File: src/rtl/int_queue_drain_pkg.sv
// Shared definitions for the interrupt-queue drain controller:
// FSM state encodings, default counter width and a clog2 helper.
package int_queue_drain_pkg;

  localparam int DEFAULT_CNT_WIDTH = 16;

  localparam logic [1:0] STATE_IDLE = 2'd0;
  localparam logic [1:0] STATE_RD   = 2'd1;
  localparam logic [1:0] STATE_CAP  = 2'd2;
  localparam logic [1:0] STATE_HOLD = 2'd3;

  function automatic int clog2(input int value);
    int result;
    result = 0;
    while ((1 << result) < value) begin
      result = result + 1;
    end
    return result;
  endfunction

endpackage

File: src/rtl/int_queue_drain_errflags.sv
// Sticky ECC flags for the drain controller; a capture-cycle set
// takes priority over a simultaneous host clear.
module int_queue_drain_errflags (
  input  logic clock,
  input  logic resetn,
  input  logic capture,
  input  logic sbIn,
  input  logic dbIn,
  input  logic errClr,
  output logic sbErr,
  output logic dbErr
);

  always_ff @(posedge clock or negedge resetn) begin
    if (!resetn) begin
      sbErr <= 1'b0;
      dbErr <= 1'b0;
    end else begin
      if (capture && sbIn) begin
        sbErr <= 1'b1;
      end else if (errClr) begin
        sbErr <= 1'b0;
      end
      if (capture && dbIn) begin
        dbErr <= 1'b1;
      end else if (errClr) begin
        dbErr <= 1'b0;
      end
    end
  end

endmodule

File: src/rtl/int_queue_drain.sv
// Drains interrupt events from a queue one at a time and presents each
// to the host as a level interrupt until acknowledged.
module int_queue_drain
  import int_queue_drain_pkg::*;
#(
  parameter int FIFO_WIDTH = 8,
  parameter int CNT_WIDTH  = DEFAULT_CNT_WIDTH
) (
  input  logic                  clock,
  input  logic                  resetn,
  input  logic                  fifoEmpty,
  input  logic [FIFO_WIDTH-1:0] rdData,
  input  logic                  error_flag_sb_fifo,
  input  logic                  error_flag_db_fifo,
  output logic                  rdEn,
  input  logic                  intClr,
  input  logic                  errClr,
  output logic                  interrupt,
  output logic [FIFO_WIDTH-1:0] intStatus,
  output logic                  sbErr,
  output logic                  dbErr,
  output logic [CNT_WIDTH-1:0]  srvCnt
);

  logic [1:0] state;

  // RD issues the pop, CAP waits for the queue's registered read data,
  // HOLD presents the event until the host acknowledges it.
  always_ff @(posedge clock or negedge resetn) begin
    if (!resetn) begin
      state     <= STATE_IDLE;
      interrupt <= 1'b0;
      intStatus <= '0;
      srvCnt    <= '0;
    end else begin
      case (state)
        STATE_IDLE: begin
          if (!fifoEmpty) begin
            state <= STATE_RD;
          end
        end
        STATE_RD: begin
          state <= STATE_CAP;
        end
        STATE_CAP: begin
          state     <= STATE_HOLD;
          intStatus <= rdData;
          interrupt <= 1'b1;
        end
        STATE_HOLD: begin
          if (intClr) begin
            interrupt <= 1'b0;
            srvCnt    <= srvCnt + CNT_WIDTH'(1);
            state     <= fifoEmpty ? STATE_IDLE : STATE_RD;
          end
        end
        default: begin
          state <= STATE_IDLE;
        end
      endcase
    end
  end

  assign rdEn = (state == STATE_RD);

  int_queue_drain_errflags errFlags (
    .clock   (clock),
    .resetn  (resetn),
    .capture (state == STATE_CAP),
    .sbIn    (error_flag_sb_fifo),
    .dbIn    (error_flag_db_fifo),
    .errClr  (errClr),
    .sbErr   (sbErr),
    .dbErr   (dbErr)
  );

endmodule

File: config.mk
export PLATFORM = sky130hd
export DESIGN_NAME = int_queue_drain
export DESIGN_NICKNAME = d
export VERILOG_FILES = /design/src/rtl/int_queue_drain_pkg.sv /design/src/rtl/int_queue_drain_errflags.sv /design/src/rtl/int_queue_drain.sv
export SDC_FILE = /design/constraint.sdc
export NUM_CORES = 1
export LEC_CHECK = 0
export CAP_MARGIN = 0
export CELL_PAD_IN_SITES_DETAIL_PLACEMENT = 1
export CELL_PAD_IN_SITES_GLOBAL_PLACEMENT = 2
export CORE_MARGIN = 2
export CORE_UTILIZATION = 31
export CTS_BUF_LIST = sky130_fd_sc_hd__clkbuf_16
export CTS_CLUSTER_DIAMETER = 100
export CTS_CLUSTER_SIZE = 20
export DETAILED_ROUTE_END_ITERATION = 7
export GPL_TIMING_DRIVEN = 0
export PLACE_DENSITY_LB_ADDON = 0.1
export SLEW_MARGIN = 20
export SYNTH_ARGS = -nofsm -noshare
export SYNTH_HDL_FRONTEND = slang
export SYNTH_HIERARCHICAL = 1
export SYNTH_SLANG_ARGS = --single-unit
File: constraint.sdc
create_clock -name clock -period 3.9 [get_ports clock]
set_input_delay 0.585 -clock clock [delete_from_list [all_inputs] [get_ports clock]]
set_output_delay 0.585 -clock clock [all_outputs]
set_load 0.005 [all_outputs]
==> reports/qor.csv <==
stage;metric;value;unit
timing;tightest_slew;0.647;ns
yosys;syn_inst;105;
grt;grt_start_max_net_pins;30;
timing;finalMaxSlewViolations;0;
cells_and_area;utilization;0.477;
outcome;status;finished, final reports clean;
placed_design;place.gp.congestion;0.696;
cells_and_area;layout.nets;175;
clock_tree;post_cts_resize_count;0;
clock_tree;h-tree-depth;2;
clock_tree;clk_pin_slew;0.05;ns
timing;min_period_over_period;0.526;
critical_path;rr_worst_depth;5;
grt;grt_usage;0.133;
yosys;synth.mux.area_fraction;0.0773;
critical_path;cp-end-kind;primary output;
timing;rsz0062_at_grt;false;
floorplan;dieArea;4770;um^2
grt;use_met3;0.0599;
clock_tree;cts_tree;yes;
power;ir_drop;0.000332;V
detailed_routing;route.vias.total;942;
timing;skew;0.00579;ns
clock_tree;cts_buffers;5;
detailed_routing;drt_iter0_drc;23;
clock_tree;post_cts_buffers;0;
min_path;worstHoldPathType;in -> async;
critical_path;cp-startpoint;state[1];
grt;antenna_found_initial;0;
yosys;seq_area_frac_synth;0.553;
placed_design;dp.cells;197;
detailed_routing;wl_per_cell;14.3;um
yosys;synth_top_area_frac;0.553;
timing;finalSetupViolations;0;
floorplan;ioPinCount;43;
cells_and_area;final_common_cell;clkdlybuf4s50_1;
yosys;syn_avg_cell_area;12.5;um^2
critical_path;r2r_slack;2.23;ns
grt;overflow;0;
power;powerDensity;648;nW/um^2
timing;fin_crit;2.05;ns
grt;met2_usage;0.202;
yosys;syn_nets;126;
floorplan;core_area;4030;um^2
timing;fmax;488;MHz
clock_tree;numClockSinks;29;
critical_path;cp_data_required_time;3.31;ns
job;maxCapViolations;0;
grt;met1_usage;0.158;
floorplan;start_util;0.325;
detailed_routing;ant_nets;0;
clock_tree;hold_buffers;0;
critical_path;crit_arrival;1.47;ns
cells_and_area;fin_cells;204;
grt;first_global_vias;985;
placed_design;portBuffers;42;
floorplan;rows;23;
yosys;synth-simple-area-share;0.157;
power;p_leak;0.000875;uW
yosys;synth-adder-area-share;0.0573;
timing;fin_tns_setup;0;ns
clock_tree;ctsLongestPathBuffers;2;
critical_path;r2r-end;srvCnt[10];
yosys;ys_ff_latch;29;
critical_path;regToRegStartpoint;state[1];
yosys;synth_top_family_by_area;simple AND/OR/NAND/NOR gates;
timing;hold_viol;0;
yosys;synth-compound-area-share;0.0372;
cells_and_area;design_area;1920;um^2
timing;maxSlewHeadroom;0.568;
placed_design;dpl_cell_area;1790;um^2
detailed_routing;drtPass1Iterations;4;
cells_and_area;drive_above_1_share;0.143;
critical_path;cp-start-kind;flip-flop;
clock_tree;root_buffer;clkbuf_16;
yosys;synth_cell_types;24;
cells_and_area;final_cell_mix;clkdlybuf4s50_1, dfrtp_1, nand2_1, mux2_2, xnor2_1;
detailed_routing;drc;0;
yosys;yosys_warnings;6;
yosys;yosysTopAreaCell;dfrtp_1;
grt;grt_pass1_wl;4860;um
yosys;syn_area;1310;um^2
placed_design;dp_hpwl;2060;um
yosys;synth_area_leaders;dfrtp_1, mux2_2, ha_1;
detailed_routing;postRouteWirelength;2920;um
critical_path;crit_path_end;rdEn;
clock_tree;clk_latency;0.27;ns
detailed_routing;vias_per_cell;4.62;
critical_path;worstSetupPathType;reg -> out;
cells_and_area;num_antenna_cells;0;
critical_path;crit_fanout;4;
grt;busiest_layer;met2;
floorplan;dieWidth;69.0;um
floorplan;die_h;69.0;um
cells_and_area;syn2layout_area_growth;46.6;%
yosys;synth_xor_area_frac;0.100;
## report_power, final
part | internal (uW) | switching (uW)
Clock | 227 | 124
Sequential | 395 | 71.2
Combinational | 269 | 159
Total | 891 | 354
## cells in the mapped netlist
library cell and instances:
dfrtp_1 29, nand2_1 12, mux2_2 9, xnor2_1 8, xor2_1 7, ha_1 6, inv_1 5, nor2_1 5
nand3_1 4, and3_1 3, and4_1 2, nor3_2 2, o21ai_0 2, a22oi_1 1, a32oi_1 1, and4_4 1
clkbuf_1 1, nand3_2 1, nand4_4 1, nor3_4 1, o21ai_1 1, o21ai_2 1, o2bb2ai_1 1, or2b_1 1
## per-stage QoR
stage / setup slack [ns] / total power [uW] / hold WS (ns)
4_1_cts: 1.85 / 1270 / 0.364
5_1_grt: 1.78 / 1330 / 0.385
3_5_place_dp: 1.81 / 904 / 0.461
3_3_place_gp: 1.72 / 890 / 0.455
6_report: 1.85 / 1240 / 0.337
2_1_floorplan: 2.42 / 665 / 0.289
## how the worst min path moves through the flow
| stage | slack, ns | to |
|---|---|---|
| after floorplan | 0.29 | errFlags/dbErr |
| after global placement | 0.46 | srvCnt[15] |
| after detailed placement | 0.46 | srvCnt[15] |
| after CTS | 0.36 | srvCnt[7] |
| after global routing | 0.39 | intStatus[2] |
| final | 0.34 | intStatus[0] |
## registers in the layout, indices dropped and copies added, names as in the netlist
register and cells:
srvCnt 16, intStatus 8, state 2, errFlags/dbErr 1, errFlags/sbErr 1, interrupt 1
## routing by layer
metal	wire length (um)	up-vias
met1	1290	457
met4	68	0
met3	182	7
met5	0	-
li1	-	450
met2	1380	28
## area by class of cell
cell class	instances	area, um^2
multi-input cells	70	563
clock inverters	2	7.51
inverters	5	18.8
well taps	50	62.6
fillers	434	2110
plain buffers	1	3.75
clock buffers	5	125
flip-flops and latches	29	726
repair buffers	42	415
## worst max-delay path, stage by stage (launching register included)
cell             delay (ns)
dfrtp_1                0.41
inv_1                  0.13
ha_1                   0.16
clkdlybuf4s50_1        0.49
## logic make-up (layout without fill, tap and decap cells)
kind of cell,count (synthesis),in the layout
AND/OR/NAND/NOR,33,33
flip-flops,29,29
XOR/XNOR,15,15
multiplexers,9,9
AO/OA/AOI/OAI,7,7
adder cells (fa/ha/maj),6,6
buffers and inverters,6,55
(Power assumes the default switching activity.)
